==> src/rtl/wall_collision_sequencer.sv <==
// -----------------------------------------------------------------------------
// wall_collision_sequencer
//
// Purpose:
//   Per-frame wall-collision stage for the pool table. On each physics tick it
//   latches the ball position and heading and tests them against the four
//   cushions. For every cushion hit it asks the external (combinational)
//   reflection_helper for the reflected heading and then re-checks the new
//   heading. This lets a corner resolve in one frame, with at most two
//   reflections. The final heading goes to the motion integrator together
//   with a one-cycle done pulse.
//
// Ports:
//   clk_in           in   1   system clock
//   rst_n_in         in   1   asynchronous active-low reset
//   tick_in          in   1   frame strobe; ball_x/y/dir are valid this cycle
//   ball_x_in        in  11   ball centre x (pixels)
//   ball_y_in        in  10   ball centre y (pixels)
//   ball_dir_in      in  16   heading in degrees (0..359, 360..719 folded)
//   refl_wall_out    out  2   wall code to helper: 0=+x 1=+y 2=-x 3=-y
//   refl_dir_out     out 16   heading to helper
//   refl_new_dir_in  in  16   reflected heading from helper
//   busy_out         out  1   high while a frame is being resolved
//   done_out         out  1   one-cycle pulse, dir_out valid
//   hit_out          out  1   pulses with done_out if any reflection occurred
//   dir_out          out 16   resolved heading, held until next done
//   bounce_cnt_out   out 16   (COLLIDER_STATS_EN only) total reflections,
//                             saturating
//
// Configuration macro:
//   COLLIDER_STATS_EN - adds the saturating bounce counter and its port.
// -----------------------------------------------------------------------------
module wall_collision_sequencer #(
    parameter int X_MIN          = 0,
    parameter int X_MAX          = 1023,
    parameter int Y_MIN          = 0,
    parameter int Y_MAX          = 511,
    parameter int BALL_R         = 8,
    parameter int COOLDOWN_TICKS = 3
) (
    input  logic        clk_in,
    input  logic        rst_n_in,
    input  logic        tick_in,
    input  logic [10:0] ball_x_in,
    input  logic [9:0]  ball_y_in,
    input  logic [15:0] ball_dir_in,
    output logic [1:0]  refl_wall_out,
    output logic [15:0] refl_dir_out,
    input  logic [15:0] refl_new_dir_in,
    output logic        busy_out,
    output logic        done_out,
    output logic        hit_out,
    output logic [15:0] dir_out
`ifdef COLLIDER_STATS_EN
    ,
    output logic [15:0] bounce_cnt_out
`endif
);

    localparam int CD_W = (COOLDOWN_TICKS > 1) ? $clog2(COOLDOWN_TICKS + 1) : 1;
    localparam logic [CD_W-1:0] CD_LOAD = CD_W'(COOLDOWN_TICKS);

    // Contact thresholds, all compared in 12-bit unsigned arithmetic
    localparam logic [11:0] X_HI_LIM = 12'(X_MAX);
    localparam logic [11:0] Y_HI_LIM = 12'(Y_MAX);
    localparam logic [11:0] X_LO_LIM = 12'(X_MIN + BALL_R);
    localparam logic [11:0] Y_LO_LIM = 12'(Y_MIN + BALL_R);
    localparam logic [11:0] RADIUS   = 12'(BALL_R);

    typedef enum logic [1:0] {
        IDLE    = 2'd0,
        CHECK   = 2'd1,
        REFLECT = 2'd2,
        DONE    = 2'd3
    } state_t;

    state_t state;
    state_t next_state;

    logic [10:0]     pos_x;
    logic [9:0]      pos_y;
    logic [15:0]     cur_dir;
    logic [1:0]      refl_count;
    logic [CD_W-1:0] cooldown [4];

    logic [11:0] x_ext;
    logic [11:0] y_ext;
    logic [3:0]  cand;
    logic [1:0]  sel_wall;
    logic        any_cand;
    logic [15:0] tick_dir;
    logic [15:0] new_dir;

    assign x_ext = {1'b0, pos_x};
    assign y_ext = {2'b00, pos_y};

    // Headings of 360..719 are folded once on entry; helper results of 360
    // (e.g. a +y reflection of heading 0) are folded the same way.
    assign tick_dir = (ball_dir_in >= 16'd360) ? (ball_dir_in - 16'd360) : ball_dir_in;
    assign new_dir  = (refl_new_dir_in >= 16'd360) ? (refl_new_dir_in - 16'd360)
                                                   : refl_new_dir_in;

    // A cushion is a candidate only if it is armed, the ball touches it and
    // the heading points into it. Exact 90/270 never hit the x cushions and
    // exact 0/180 never hit the y cushions because all bounds are strict.
    always_comb begin
        cand    = 4'b0000;
        cand[0] = (cooldown[0] == '0) && ((x_ext + RADIUS) >= X_HI_LIM)
                  && ((cur_dir < 16'd90) || (cur_dir > 16'd270));
        cand[1] = (cooldown[1] == '0) && ((y_ext + RADIUS) >= Y_HI_LIM)
                  && (cur_dir > 16'd0) && (cur_dir < 16'd180);
        cand[2] = (cooldown[2] == '0) && (x_ext <= X_LO_LIM)
                  && (cur_dir > 16'd90) && (cur_dir < 16'd270);
        cand[3] = (cooldown[3] == '0) && (y_ext <= Y_LO_LIM)
                  && (cur_dir > 16'd180) && (cur_dir < 16'd360);
    end

    // Fixed priority: wall 0 beats 1 beats 2 beats 3
    always_comb begin
        sel_wall = 2'd0;
        if (cand[0]) begin
            sel_wall = 2'd0;
        end else if (cand[1]) begin
            sel_wall = 2'd1;
        end else if (cand[2]) begin
            sel_wall = 2'd2;
        end else if (cand[3]) begin
            sel_wall = 2'd3;
        end
    end

    assign any_cand = |cand;

    // State register
    always_ff @(posedge clk_in or negedge rst_n_in) begin
        if (!rst_n_in) begin
            state <= IDLE;
        end else begin
            state <= next_state;
        end
    end

    // Next-state logic; the reflection count caps a frame at two bounces
    always_comb begin
        next_state = state;
        case (state)
            IDLE: begin
                if (tick_in) begin
                    next_state = CHECK;
                end
            end
            CHECK: begin
                if (any_cand && (refl_count < 2'd2)) begin
                    next_state = REFLECT;
                end else begin
                    next_state = DONE;
                end
            end
            REFLECT: next_state = CHECK;
            DONE:    next_state = IDLE;
            default: next_state = IDLE;
        endcase
    end

    // A tick arriving outside IDLE is simply not seen, so busy is just "not idle"
    assign busy_out = (state != IDLE);

    // Datapath: latched ball state, cooldowns, helper interface and results.
    // refl_* are only written when entering REFLECT so they hold otherwise.
    always_ff @(posedge clk_in or negedge rst_n_in) begin
        if (!rst_n_in) begin
            pos_x         <= '0;
            pos_y         <= '0;
            cur_dir       <= '0;
            refl_count    <= '0;
            refl_wall_out <= '0;
            refl_dir_out  <= '0;
            done_out      <= 1'b0;
            hit_out       <= 1'b0;
            dir_out       <= '0;
            for (int i = 0; i < 4; i++) begin
                cooldown[i] <= '0;
            end
`ifdef COLLIDER_STATS_EN
            bounce_cnt_out <= '0;
`endif
        end else begin
            done_out <= 1'b0;
            hit_out  <= 1'b0;
            case (state)
                IDLE: begin
                    if (tick_in) begin
                        pos_x   <= ball_x_in;
                        pos_y   <= ball_y_in;
                        cur_dir <= tick_dir;
                        for (int i = 0; i < 4; i++) begin
                            if (cooldown[i] != '0) begin
                                cooldown[i] <= cooldown[i] - CD_W'(1);
                            end
                        end
                    end
                end
                CHECK: begin
                    if (next_state == REFLECT) begin
                        refl_wall_out <= sel_wall;
                        refl_dir_out  <= cur_dir;
                    end
                end
                REFLECT: begin
                    cur_dir                 <= new_dir;
                    cooldown[refl_wall_out] <= CD_LOAD;
                    refl_count              <= refl_count + 2'd1;
`ifdef COLLIDER_STATS_EN
                    if (bounce_cnt_out != 16'hFFFF) begin
                        bounce_cnt_out <= bounce_cnt_out + 16'd1;
                    end
`endif
                end
                DONE: begin
                    dir_out    <= cur_dir;
                    done_out   <= 1'b1;
                    hit_out    <= (refl_count != 2'd0);
                    refl_count <= '0;
                end
                default: ;
            endcase
        end
    end

endmodule
==> config.mk <==
export PLATFORM = sky130hd
export DESIGN_NAME = wall_collision_sequencer
export DESIGN_NICKNAME = d
export VERILOG_FILES = /design/src/rtl/wall_collision_sequencer.sv
export SDC_FILE = /design/constraint.sdc
export NUM_CORES = 1
export LEC_CHECK = 0
export BUFFER_PORTS_ARGS = -buffer_cell sky130_fd_sc_hd__buf_4
export CAP_MARGIN = 30
export CORE_MARGIN = 2
export CORE_UTILIZATION = 34
export DETAILED_ROUTE_END_ITERATION = 8
export GPL_ROUTABILITY_DRIVEN = 0
export GPL_TIMING_DRIVEN = 0
export PLACE_DENSITY = 0.55
export SETUP_SLACK_MARGIN = 0.2
export SLEW_MARGIN = 20
export SYNTH_ARGS = -nofsm -noshare
export SYNTH_HDL_FRONTEND = slang
export SYNTH_SLANG_ARGS = --single-unit
==> constraint.sdc <==
create_clock -name clk_in -period 2.5 [get_ports clk_in]
set_input_delay 0.5 -clock clk_in [delete_from_list [all_inputs] [get_ports clk_in]]
set_output_delay 0.5 -clock clk_in [all_outputs]
set_load 0.01 [all_outputs]
---- Yosys cells after proc, flatten, opt, wreduce, memory -nomap -nowiden ----
Cells that the tools add are included.
operators by class
  add/sub/neg operators ................... 9
  order comparisons ....................... 17
  eq/ne operators ......................... 9
  mux-type cells .......................... 22
  bitwise logic cells ..................... 2
  reduce and logical (&&, ||, !) cells .... 35
operators with widths
  kind                                                             number
  two-way mux 16 bit                                               3
  >= comparator 16 x 9 -> 1 bit (second input constant)            2
  less-than comparator 16 x 9 -> 1 bit (second input constant)     2
  one-hot mux 16 bit (2 select lines)                              1
  subtractor 16 x 9 -> 16 bit (second input constant)              2
  two-way mux 2 bit                                                10
  greater-than comparator 16 x 1 -> 1 bit (second input constant)  1
  greater-than comparator 16 x 7 -> 1 bit (second input constant)  1
  greater-than comparator 16 x 8 -> 1 bit (second input constant)  1
  greater-than comparator 16 x 9 -> 1 bit (second input constant)  1
  less-than comparator 16 x 7 -> 1 bit (second input constant)     1
  less-than comparator 16 x 8 -> 1 bit (second input constant)     1
  one-hot mux 8 bit (2 select lines)                               1
  nonzero test 2 bit                                               8
  logical AND 1 bit                                                13
  adder 11 x 4 -> 12 bit (second input constant)                   1
  >= comparator 12 x 10 -> 1 bit (second input constant)           1
  AND reduction 3 bit                                              4
  adder 10 x 4 -> 11 bit (second input constant)                   1
  >= comparator 11 x 9 -> 1 bit (second input constant)            1
  <= comparator 11 x 4 -> 1 bit (second input constant)            1
  <= comparator 10 x 4 -> 1 bit (second input constant)            1
  logical NOT 2 bit                                                5
  != test 2 bit (second input constant)                            5
  other kinds (17)                                                 26
storage, ports and cells
  register bits ........................... 85
  output and inout port bits .............. 37
  word-level logic and storage cells ...... 108

---- Longest topological paths before layout ----
Gate-level depths: netlist of the first run.
  word-level depth ........................ 11
  mapped depth ............................ 9
  mapped depth without buffers ............ 8

---- Worst setup path after synthesis of the first run ----
OpenSTA, ideal clock, no wires.
  path kind ............................... flip-flop to flip-flop
  start point ............................. register cur_dir[6]
  end point ............................... register refl_dir_out[10]
  setup time .............................. 125 ps
  data arrival time ....................... 2281 ps
  data required time ...................... 2375 ps
  setup slack ............................. 94 ps
  stages on the path, launching flop included .. 9
  path buffers ............................ 2
  clock period less this slack ............ 2406 ps
  cells stage by stage .................... dfrtp_1 -> buf_6 -> nor4_1 -> nand2b_1 -> a21o_1 -> or4_4 -> a31oi_4 -> buf_12 -> mux2_4
between the ends
  word-level cells in the longest chain between the ends .. 9
  elaborated cells between the ends (all ways) .. 22
RTL lines
  element                                                             line  text
  from (decl)                                                         82    logic [15:0] cur_dir;
  from (signal assigned)                                              195   cur_dir <= tick_dir;
  from (signal assigned)                                              210   cur_dir <= new_dir;
  less-than comparator 16 x 7 -> 1 bit, or another cell as far along  109   && ((cur_dir < 16'd90) || (cur_dir > 16'd270));
  logical OR 1 bit, or another cell as far along                      109
  logical AND 1 bit (on tied branches)                                -
  OR reduction 4 bit (*)                                              132   assign any_cand = |cand;
  logical AND 1 bit (*)                                               153   if (any_cand && (refl_count < 2'd2)) begin
  two-way mux 1 bit (*)                                               153
  one-hot mux 2 bit (4 select lines) (*)                              146   case (state)
  == test 2 bit (*)                                                   204   if (next_state == REFLECT) begin
  AND reduction 2 bit (no source line) (*)                            -
  to (signal assigned)                                                206   refl_dir_out <= cur_dir;
  to (decl)                                                           48    output logic [15:0] refl_dir_out,
Every way passes the cells marked *; elsewhere a longest branch is shown, timed or not.
A chain may end at the register's enable or synchronous reset.

---- Worst setup path after layout of the first run ----
  start point ............................. register cur_dir[4]
  end point ............................... register refl_dir_out[12]
Same word-level chain as after synthesis.

==> results of run 1 <==
==> layout make-up <==
cell class              count  area (µm²)  share of cell area, %
multi-input cells         356        2401                  39.20
clock inverters             7       80.08                  1.307
inverters                  22       82.58                  1.348
repair buffers            112       868.3                  14.18
flip-flops and latches     85        2132                  34.81
plain buffers              18       115.1                  1.879
well taps                 176       220.2                  3.596
clock buffers               9       225.2                  3.677
==> kinds of logic (layout without fill, tap and decap cells) <==
family / after synthesis / in the layout / synth area share, %
adder cells (fa/ha/maj): 11 / 11 / 2.961
XOR/XNOR: 19 / 19 / 3.580
AND/OR/NAND/NOR: 192 / 192 / 19.92
AO/OA/AOI/OAI: 97 / 97 / 14.27
buffers and inverters: 40 / 168 / 3.876
flip-flops: 85 / 85 / 45.76
multiplexers: 37 / 37 / 9.637
==> sequential cells by signal, indices dropped and copies added, names as in the netlist <==
signal	flops
cur_dir	16
dir_out	16
refl_dir_out	16
pos_x	11
pos_y	10
cooldown	8
refl_count	2
refl_wall_out	2
state	2
done_out	1
hit_out	1
==> what timing repair did <==
item                                    CTS  global route
pin swaps                                 7             5
gates resized for setup                  17             7
endpoints found under the setup margin   17            21
buffers inserted                         14             5
==> layout by cell type, fill, tap and decap left out, types with 9 or more instances in the layout <==
| master | count |
|---|---|
| buf_4 | 110 |
| nand2_1 | 87 |
| dfrtp_1 | 81 |
| nor2_1 | 39 |
| o21ai_0 | 23 |
| inv_1 | 22 |
| a21oi_1 | 21 |
| mux2_2 | 19 |
| mux2_4 | 13 |
| clkbuf_1 | 11 |
| ha_1 | 11 |
| nor3_1 | 10 |
| xnor2_1 | 10 |
| xor2_1 | 9 |
| clkbuf_16 | 9 |
==> metal layers <==
layer	track usage, %	wire length (µm)	vias to the layer above
met5	0	0	-
met4	6.032	171	0
met3	4.135	625	12
met2	29.49	6021	92
met1	24.27	5751	1943
li1	-	-	1955
==> worst paths after layout <==
path	from	end	slack, ns	cells past startpoint
setup / recovery	cur_dir[4]	refl_dir_out[12]	0.06	8
hold / removal	rst_n_in	pos_y[3]	0.09	1
setup reg to reg	cur_dir[4]	refl_dir_out[12]	0.06	8
hold reg to reg	cooldown[2]	cooldown[2]	0.47	1
max in group asynchronous	rst_n_in	cur_dir[7]	1.79	2
min in group clk_in	ball_y_in[2]	pos_y[2]	0.33	3
==> power groups by stage <==
| stage | clock [mW] | combinational (mW) | sequential, mW |
|---|---|---|---|
| 2_1_floorplan | 0 | 1.63 | 2.52 |
| 3_3_place_gp | 0 | 2.65 | 2.52 |
| 3_5_place_dp | 0 | 2.71 | 2.55 |
| 4_1_cts | 1.43 | 2.94 | 2.52 |
| 5_1_grt | 1.50 | 3.29 | 2.62 |
| 6_report | 1.39 | 2.96 | 2.51 |
==> stage by stage <==
step	power, mW	cells	setup slack, ns
after floorplan	4.150	481	0.09759
after global placement	5.173	749	-0.4110
after detailed placement	5.267	750	-0.4295
after CTS	6.881	780	0.02713
after global routing	7.401	785	-0.03059
final	6.860	785	0.05666
==> worst reg2reg max path: stages (launching register included) <==
cell and delay [ns]:
dfrtp_1 0.37, buf_6 0.12, nor4_4 0.28, nand2b_1 0.09, a21o_1 0.17, or4_4 0.56, a31oi_4 0.25, buf_12 0.19
mux2_4 0.30
==> impl_metrics.ini, run 1 <==
[synth]
ys_warn_count = 0
synthesis.area_um2 = 4648
syn_nets = 548
ys_seq_area_share_pct = 45.76
synthArstFlopShare_pct = 100.0
ys_seq_elements = 85
yosysUniqueCellTypes = 65
synth_top_area_share_pct = 45.76
syn_area_per_cell_um2 = 9.664
synth_area_leader_cell = dfrtp_1
synth_cells = 481
synth_top_flop_cell = dfrtp_1
synthMostInstantiatedCell = nand2_1
yosys-top-cells-area = dfrtp_1, nand2_1, mux2_2, mux2_4, nor2_1
synth_edf_count = 0
synth_commonest_cells = nand2_1, dfrtp_1, nor2_1

[sta]
holdWs_ns = 0.08693
maxSlewHeadroom_pct = 44.44
setup_violations = 0
finalClockSkew_ns = 0.007728
fmax_mhz = 409.3
fin_setup_tns_ns = 0
rsz0062_at_grt = yes
finalHoldViolCount = 0
finalMaxSlewViolations = 0
period_share_pct = 97.73
worst_pin_slew_ns = 0.8303
post-route-min-period_ns = 2.443

[critical_path]
crit_arrival_ns = 2.68
critPathKind = flop to flop
crit_path_end_kind = flop
required_ns = 2.74
crit_buf_inv = 2
max_stage_delay_ns = 0.56
slowest_stage = or4_4
cp_max_fo = 10
path_delay_family = simple AND/OR/NAND/NOR gates
crit_path_start_kind = flop
crit_chain = buf_6 > nor4_4 > nand2b_1 > a21o_1 > or4_4 > a31oi_4 > buf_12 > mux2_4

[floorplanning]
core_um2 = 13300
rows = 42
start_util_pct = 34.96
io_pins = 93
dieHeight_um = 120.9
fp.dieW_um = 120.9
die_area_um2 = 14620

[detailed_routing]
drc_errors = 0
dr.pass1.iters = 4
wl_um = 12570
wl_per_cell_um = 16.01
routed-via-count = 4002
vias_per_cell = 5.098
ant_nets = 0
first_iter_violations = 200

[layout]
fin_nets = 671
fin_area_um2 = 6125
fin_util_pct = 46.07
drive_gt1_share_pct = 30.71
fill_cells = 1287
num_antenna_cells = 0
areaGrowthSynthToFinish_pct = 31.76

[power_and_ir_drop]
p_int_mw = 4.258
p_sw_share_pct = 37.93
p_leak_nw = 2.900
p_switching_mw = 2.602
power.density_nw_per_um2 = 1120
p_clk_share_pct = 20.3
pwr-share-seq_pct = 36.6
ir_drop_v = 0.0005086
combPwrFrac_pct = 43.1

[cts]
clock_path_buffers = 2
htreeDepth = 3
clock_latency_ns = 0.36
clock-sinks = 85
numCtsBuffers = 9
hold_buffers = 0
cts_tree = yes
clock-root-buffer = clkbuf_16
clk_pin_slew_ns = 0.07

[grt]
grt_max_degree = 55
grt_usage_pct = 18.28
gr-total-overflow = 0
grt_pass1_wl_um = 20660
antenna_found_initial = 0
grt_pass1_vias = 3993

[place]
dpl.hpwl_um = 9130
io_buffers = 92
placed_area_um2 = 5593

[run_status]
status = finished clean

[hold_path]
hp-class = primary input to asynchronous set/reset pin

[flow_run]
drv_cap = 0
Power figures use the tool's default switching activity.
==> inputs of run 2 (changes only) <==
--- a/config.mk
+++ b/config.mk
@@ -9,9 +9,9 @@
 export CAP_MARGIN = 30
 export CORE_MARGIN = 2
 export CORE_UTILIZATION = 34
+export CTS_BUF_LIST = sky130_fd_sc_hd__clkbuf_16
 export DETAILED_ROUTE_END_ITERATION = 8
 export GPL_ROUTABILITY_DRIVEN = 0
-export GPL_TIMING_DRIVEN = 0
 export PLACE_DENSITY = 0.55
 export SETUP_SLACK_MARGIN = 0.2
 export SLEW_MARGIN = 20
==> constraint.sdc (replaced) <==
create_clock -name clk_in -period 2.5 [get_ports clk_in]
set_input_delay 0.375 -clock clk_in [delete_from_list [all_inputs] [get_ports clk_in]]
set_output_delay 0.375 -clock clk_in [all_outputs]
set_load 0.01 [all_outputs]
==> run 2 against run 1 <==
First-iteration DRC count down 2.0%. Clock skew down 0.0018 ns. Sequential power up 4%. Critical path depth fell by 1. Die area stayed put. Sequential share of layout area is 0.95 points lower. Worst setup slack better by 0.023 ns. Maximum frequency rose by 0.95%. Clock power down 3%. Global-route usage shrank 0.16 points.
==> impl_metrics.ini, run 2 (synthesized netlist as in run 1, its figures left out) <==
[layout]
areaGrowthSynthToFinish_pct = 35.37
top_regs = cur_dir: 16 flops, dir_out: 16 flops, refl_dir_out: 16 flops
num_antenna_cells = 0
fill_cells = 1262
multi_input_area_um2 = 2504
drive_gt1_share_pct = 34.47
register_area_um2 = 2131
fin_nets = 677
mostFrequentLayoutCells = buf_4, nand2_1, dfrtp_1, nor2_1, o21ai_0
fin_area_um2 = 6292
final_common_cell = buf_4

[detailed_routing]
dr.pass1.iters = 4
routed-via-count = 4027
ant_nets = 0
drc_errors = 0
wl_per_cell_um = 16.27
vias_per_cell = 5.091
first_iter_violations = 196
wl_um = 12870

[sta]
finalHoldViolCount = 0
setup_violations = 0
finalClockSkew_ns = 0.005945
period_share_pct = 96.81
post-route-min-period_ns = 2.420
fmax_mhz = 413.2
worst_pin_slew_ns = 0.7883
holdWs_ns = 0.09165
rsz0062_at_grt = yes
maxSlewHeadroom_pct = 47.45
finalMaxSlewViolations = 0

[floorplanning]
core_um2 = 13300
io_pins = 93
start_util_pct = 34.96
rows = 42
die_area_um2 = 14620
fp.dieW_um = 120.9
dieHeight_um = 120.9

[cts]
numCtsBuffers = 9
clock_path_buffers = 2
cts_tree = yes
clk_pin_slew_ns = 0.06
clock-sinks = 85
clock-root-buffer = clkbuf_16
clock_latency_ns = 0.34
htreeDepth = 3

[power_and_ir_drop]
ir_drop_v = 0.0003864
power.density_nw_per_um2 = 1122
p_leak_nw = 2.965

[critical_path]
crit_path_start_kind = flop
critPathKind = flop to flop
crit_arrival_ns = 2.65
crit_path_end_kind = flop
cp_max_fo = 8
required_ns = 2.73

[place]
placed_area_um2 = 5736
dpl.hpwl_um = 9478
io_buffers = 92

[flow_run]
drv_cap = 0

[hold_path]
hp-class = primary input to asynchronous set/reset pin

[grt]
grt_pass1_vias = 4046
gr-total-overflow = 0
antenna_found_initial = 0
grt_pass1_wl_um = 20660
grt_max_degree = 60
grt_usage_pct = 18.12

[run_status]
status = finished clean
## run 2: changes by cell type in the layout (fill, tap and decap cells not counted), sizes merged
cell,change
buf,+18
clkbuf,-12
clkinvlp,+1
inv,-1
## run 2: metal layers
layer	vias up	wire, µm	global-route usage [%]
met5	-	0	0
met4	0	209	5.087
met3	23	685	3.806
met2	116	6086	30.30
met1	1926	5890	23.69
li1	1962	-	-
## run 2: final timing paths
check / start / endpoint / slack (ns) / depth (start not counted)
max: cur_dir[2] / refl_dir_out[6] / 0.08 / 7
min: rst_n_in / pos_y[8] / 0.09 / 1
max reg2reg: cur_dir[2] / refl_dir_out[6] / 0.08 / 7
min reg2reg: cooldown[4] / cooldown[4] / 0.47 / 1
max in group asynchronous: rst_n_in / refl_dir_out[9] / 1.66 / 2
min in group clk_in: ball_x_in[9] / pos_x[9] / 0.21 / 3
## run 2: cell type report
cell class,count,share of cell area (%)
Timing Repair Buffer,136,16.76
Clock inverter,7,1.193
Tap cell,176,3.500
Sequential cell,85,33.86
Clock buffer,9,3.579
Inverter,22,1.312
Multi-Input combinational cell,356,39.79
## run 2: per-stage QoR
| step | TNS (ns) | cells | power, mW | setup slack (ns) | utilization (%) |
|---|---|---|---|---|---|
| finish | 0 | 791 | 7.058 | 0.07976 | 47.33 |
| global route | 0 | 791 | 7.577 | 0.03036 | 47.33 |
| CTS | 0 | 788 | 6.943 | 0.01588 | 46.33 |
| detailed placement | -0.2856 | 765 | 5.462 | -0.04990 | 43.14 |
| global placement | 0 | 765 | 5.369 | 0.05724 | 43.14 |
| floorplan | 0 | 481 | 4.150 | 0.09759 | - |
## run 2: report_power, final
| part | total (mW) | switching, mW | internal (mW) |
|---|---|---|---|
| logic | 3.09 | 1.50 | 1.59 |
| clock network | 1.35 | 0.574 | 0.777 |
| registers | 2.62 | 0.608 | 2.01 |
| total | 7.06 | 2.68 | 4.38 |
## run 2: what timing repair did
item | in CTS | in global routing
gates resized for setup | 13 | 23
pin swaps | 7 | 5
endpoints found under the setup margin | 16 | 18
gates cloned | 1 | 0
hold buffers | 0 | 0
buffers inserted | 6 | 3
## run 2: critical path, cell delays in order (launching register included)
cell and delay [ns]:
dfrtp_1 0.46, and3_1 0.22, nand2b_1 0.14, a21o_1 0.17, or4_4 0.56, a31oi_4 0.24
clkbuf_16 0.21, mux2_4 0.29
==> inputs of run 3 (changes only) <==
--- a/config.mk
+++ b/config.mk
@@ -5,6 +5,7 @@
 export SDC_FILE = /design/constraint.sdc
 export NUM_CORES = 1
 export LEC_CHECK = 0
+export ABC_AREA = 1
 export BUFFER_PORTS_ARGS = -buffer_cell sky130_fd_sc_hd__buf_4
 export CAP_MARGIN = 30
 export CORE_MARGIN = 2
@@ -12,7 +13,7 @@
 export CTS_BUF_LIST = sky130_fd_sc_hd__clkbuf_16
 export DETAILED_ROUTE_END_ITERATION = 8
 export GPL_ROUTABILITY_DRIVEN = 0
-export PLACE_DENSITY = 0.55
+export PLACE_DENSITY = 0.54
 export SETUP_SLACK_MARGIN = 0.2
 export SLEW_MARGIN = 20
 export SYNTH_ARGS = -nofsm -noshare
==> run 3 against run 2 <==
Total power is 9.0% lower. Maximum frequency is 19% higher. Global-route usage is 0.76 points lower. Non-clock buffer count is 33 lower. Critical endpoint is now refl_dir_out[14]. Largest cell class unchanged. Highest routed layer unchanged.
==> impl_metrics.ini, run 3 <==
[run_status]
status = finished clean

[layout]
num_antenna_cells = 0
fin_util_pct = 42.71
final_common_cell = nand2_1
fill_cells = 1498
areaGrowthSynthToFinish_pct = 24.08
top_regs = cur_dir: 16 flops, dir_out: 16 flops, refl_dir_out: 16 flops
fin_cells = 972
drive_gt1_share_pct = 17.26
mostFrequentLayoutCells = nand2_1, buf_4, dfrtp_1, inv_1, nor2_1
fin_nets = 851

[hold_path]
hp-class = primary input to asynchronous set/reset pin

[flow_run]
drv_cap = 0

[detailed_routing]
wl_per_cell_um = 13.88
dr.pass1.iters = 5
routed-via-count = 4757
drc_errors = 0
vias_per_cell = 4.894
ant_nets = 0
wl_um = 13490
first_iter_violations = 317

[synth]
synth_top_flop_cell = dfrtp_1
synth_commonest_cells = nand2_1, dfrtp_1, inv_1
synth_area_leader_cell = dfrtp_1
synthesis.area_um2 = 4946
synth_top_area_share_pct = 43.01
syn_area_per_cell_um2 = 7.168
ys_warn_count = 0
syn_nets = 757
yosysUniqueCellTypes = 33
ys_seq_elements = 85
ys_seq_area_share_pct = 43.01
synth_edf_count = 0
synthMostInstantiatedCell = nand2_1
yosys-top-cells-area = dfrtp_1, nand2_1, inv_1, o21ai_0, nor2_1
synth_cells = 690
synthArstFlopShare_pct = 100.0

[grt]
antenna_found_initial = 0
gr-total-overflow = 0
grt_usage_pct = 17.36
grt_max_degree = 45
grt_pass1_wl_um = 22160
grt_pass1_vias = 4604

[cts]
clock-root-buffer = clkbuf_16
clock-sinks = 85
numCtsBuffers = 9
clock_path_buffers = 2
clock_latency_ns = 0.34
clk_pin_slew_ns = 0.06
cts_tree = yes
htreeDepth = 3

[sta]
maxSlewHeadroom_pct = 59.57
finalHoldViolCount = 0
rsz0062_at_grt = no
worst_pin_slew_ns = 0.6043
finalClockSkew_ns = 0.007006
setup_violations = 0
period_share_pct = 81.05
setup_ws_ns = 0.4738
holdWs_ns = 0.03954
fmax_mhz = 493.5
fin_setup_tns_ns = 0
finalMaxSlewViolations = 0
post-route-min-period_ns = 2.026

[floorplanning]
core_um2 = 14370
dieHeight_um = 124.6
fp.dieW_um = 124.6
start_util_pct = 34.42
io_pins = 93
rows = 44
die_area_um2 = 15530

[critical_path]
r2r_setup_slack_ns = 0.47
rr_endpoint = refl_dir_out[14]
crit_buf_inv = 1
required_ns = 2.73
crit_chain = nor2_1 > nand2_1 > nor2_2 > nand3_1 > nand2_1 > nor2_1 > nor2_2 > nand3_4 > buf_4 > nand4_1 > nand2_1
reg2regPathDepth = 11
cpMostUsedCell = nand2_1
critPathKind = flop to flop
crit_path_start_kind = flop
max_stage_delay_ns = 0.44
crit_path_end_kind = flop
cp.depth = 11
cp_max_fo = 7
slowest_stage = dfrtp_1
crit_arrival_ns = 2.25
path_delay_family = simple AND/OR/NAND/NOR gates
rr_startpoint = cur_dir[12]

[place]
dp.cells = 952
place_worst_setup_slack_ns = 0.2584
dpl.hpwl_um = 10090
io_buffers = 92

[power_and_ir_drop]
p_leak_nw = 3.204
ir_drop_v = 0.0004100
power.density_nw_per_um2 = 1047
## run 3: cell count changes in the layout (fill, tap and decap cells not counted), moves of 16 or more
cell / before / now
nand3_1: 8 / 44
inv_1: 22 / 81
o21ai_0: 23 / 54
mux2_2: 16 / 0
nor2_1: 37 / 66
mux2_4: 16 / 0
nand2_1: 86 / 225
buf_4: 133 / 102
nand4_1: 2 / 24
## run 3: final cells by class
| class | count | area [µm²] | share of cell area, % |
|---|---|---|---|
| Multi-Input combinational cell | 502 | 2425 | 39.51 |
| Sequential cell | 85 | 2127 | 34.66 |
| Timing Repair Buffer | 103 | 785.8 | 12.80 |
| Inverter | 83 | 311.5 | 5.076 |
| Tap cell | 184 | 230.2 | 3.751 |
| Clock buffer | 9 | 225.2 | 3.670 |
| Clock inverter | 6 | 32.53 | 0.5301 |
## run 3: power by group
group	switching [mW]	internal [mW]	leakage, nW
Combinational	1.67	1.05	2.00
Clock	0.524	0.658	0.136
Sequential	0.537	1.98	1.06
## run 3: per-stage QoR
step	power (mW)	instance area, µm²
3_3_place_gp	5.159	5822
2_1_floorplan	4.132	4946
5_1_grt	6.999	6137
3_5_place_dp	5.237	5822
4_1_cts	6.446	6080
6_report	6.423	6137
## run 3: per-layer routing
| metal | vias to the layer above | part of all wire [%] | global-route usage [%] |
|---|---|---|---|
| li1 | 2419 | - | - |
| met1 | 2209 | 48 | 23.99 |
| met2 | 108 | 46 | 27.68 |
| met3 | 21 | 4.3 | 2.620 |
| met4 | 0 | 1.9 | 6.279 |
| met5 | - | 0 | 0 |
## run 3: kinds of logic after synthesis
logic type      share of synthesized area, %
xor+xnor                               2.125
compound gates                         10.70
buf+inv                                8.677
simple gates                           32.71
fa+ha+maj                              2.783
flops                                  43.01
## run 3: worst max path at each step
stage | slack [ns] | from | endpoint
2_1_floorplan | 0.72 | pos_y[3] | refl_dir_out[7]
3_3_place_gp | 0.36 | pos_y[3] | refl_wall_out[0]
3_5_place_dp | 0.26 | pos_y[3] | refl_dir_out[5]
4_1_cts | 0.23 | pos_y[3] | refl_dir_out[3]
5_1_grt | 0.25 | pos_y[3] | refl_dir_out[3]
6_report | 0.47 | cur_dir[12] | refl_dir_out[14]
## run 3: worst reg2reg max path: stages, from the launching register on
cell	delay, ns
dfrtp_1	0.44
nor2_1	0.13
nand2_1	0.11
nor2_2	0.18
nand3_1	0.13
nand2_1	0.09
nor2_1	0.06
nor2_2	0.23
nand3_4	0.19
buf_4	0.20
nand4_1	0.09
nand2_1	0.07
## run 3: repair_timing
item,4_1_cts,5_1_grt
hold buffers,0,0
resized for setup,0,4
setup endpoints to repair,0,18
setup buffers,0,3
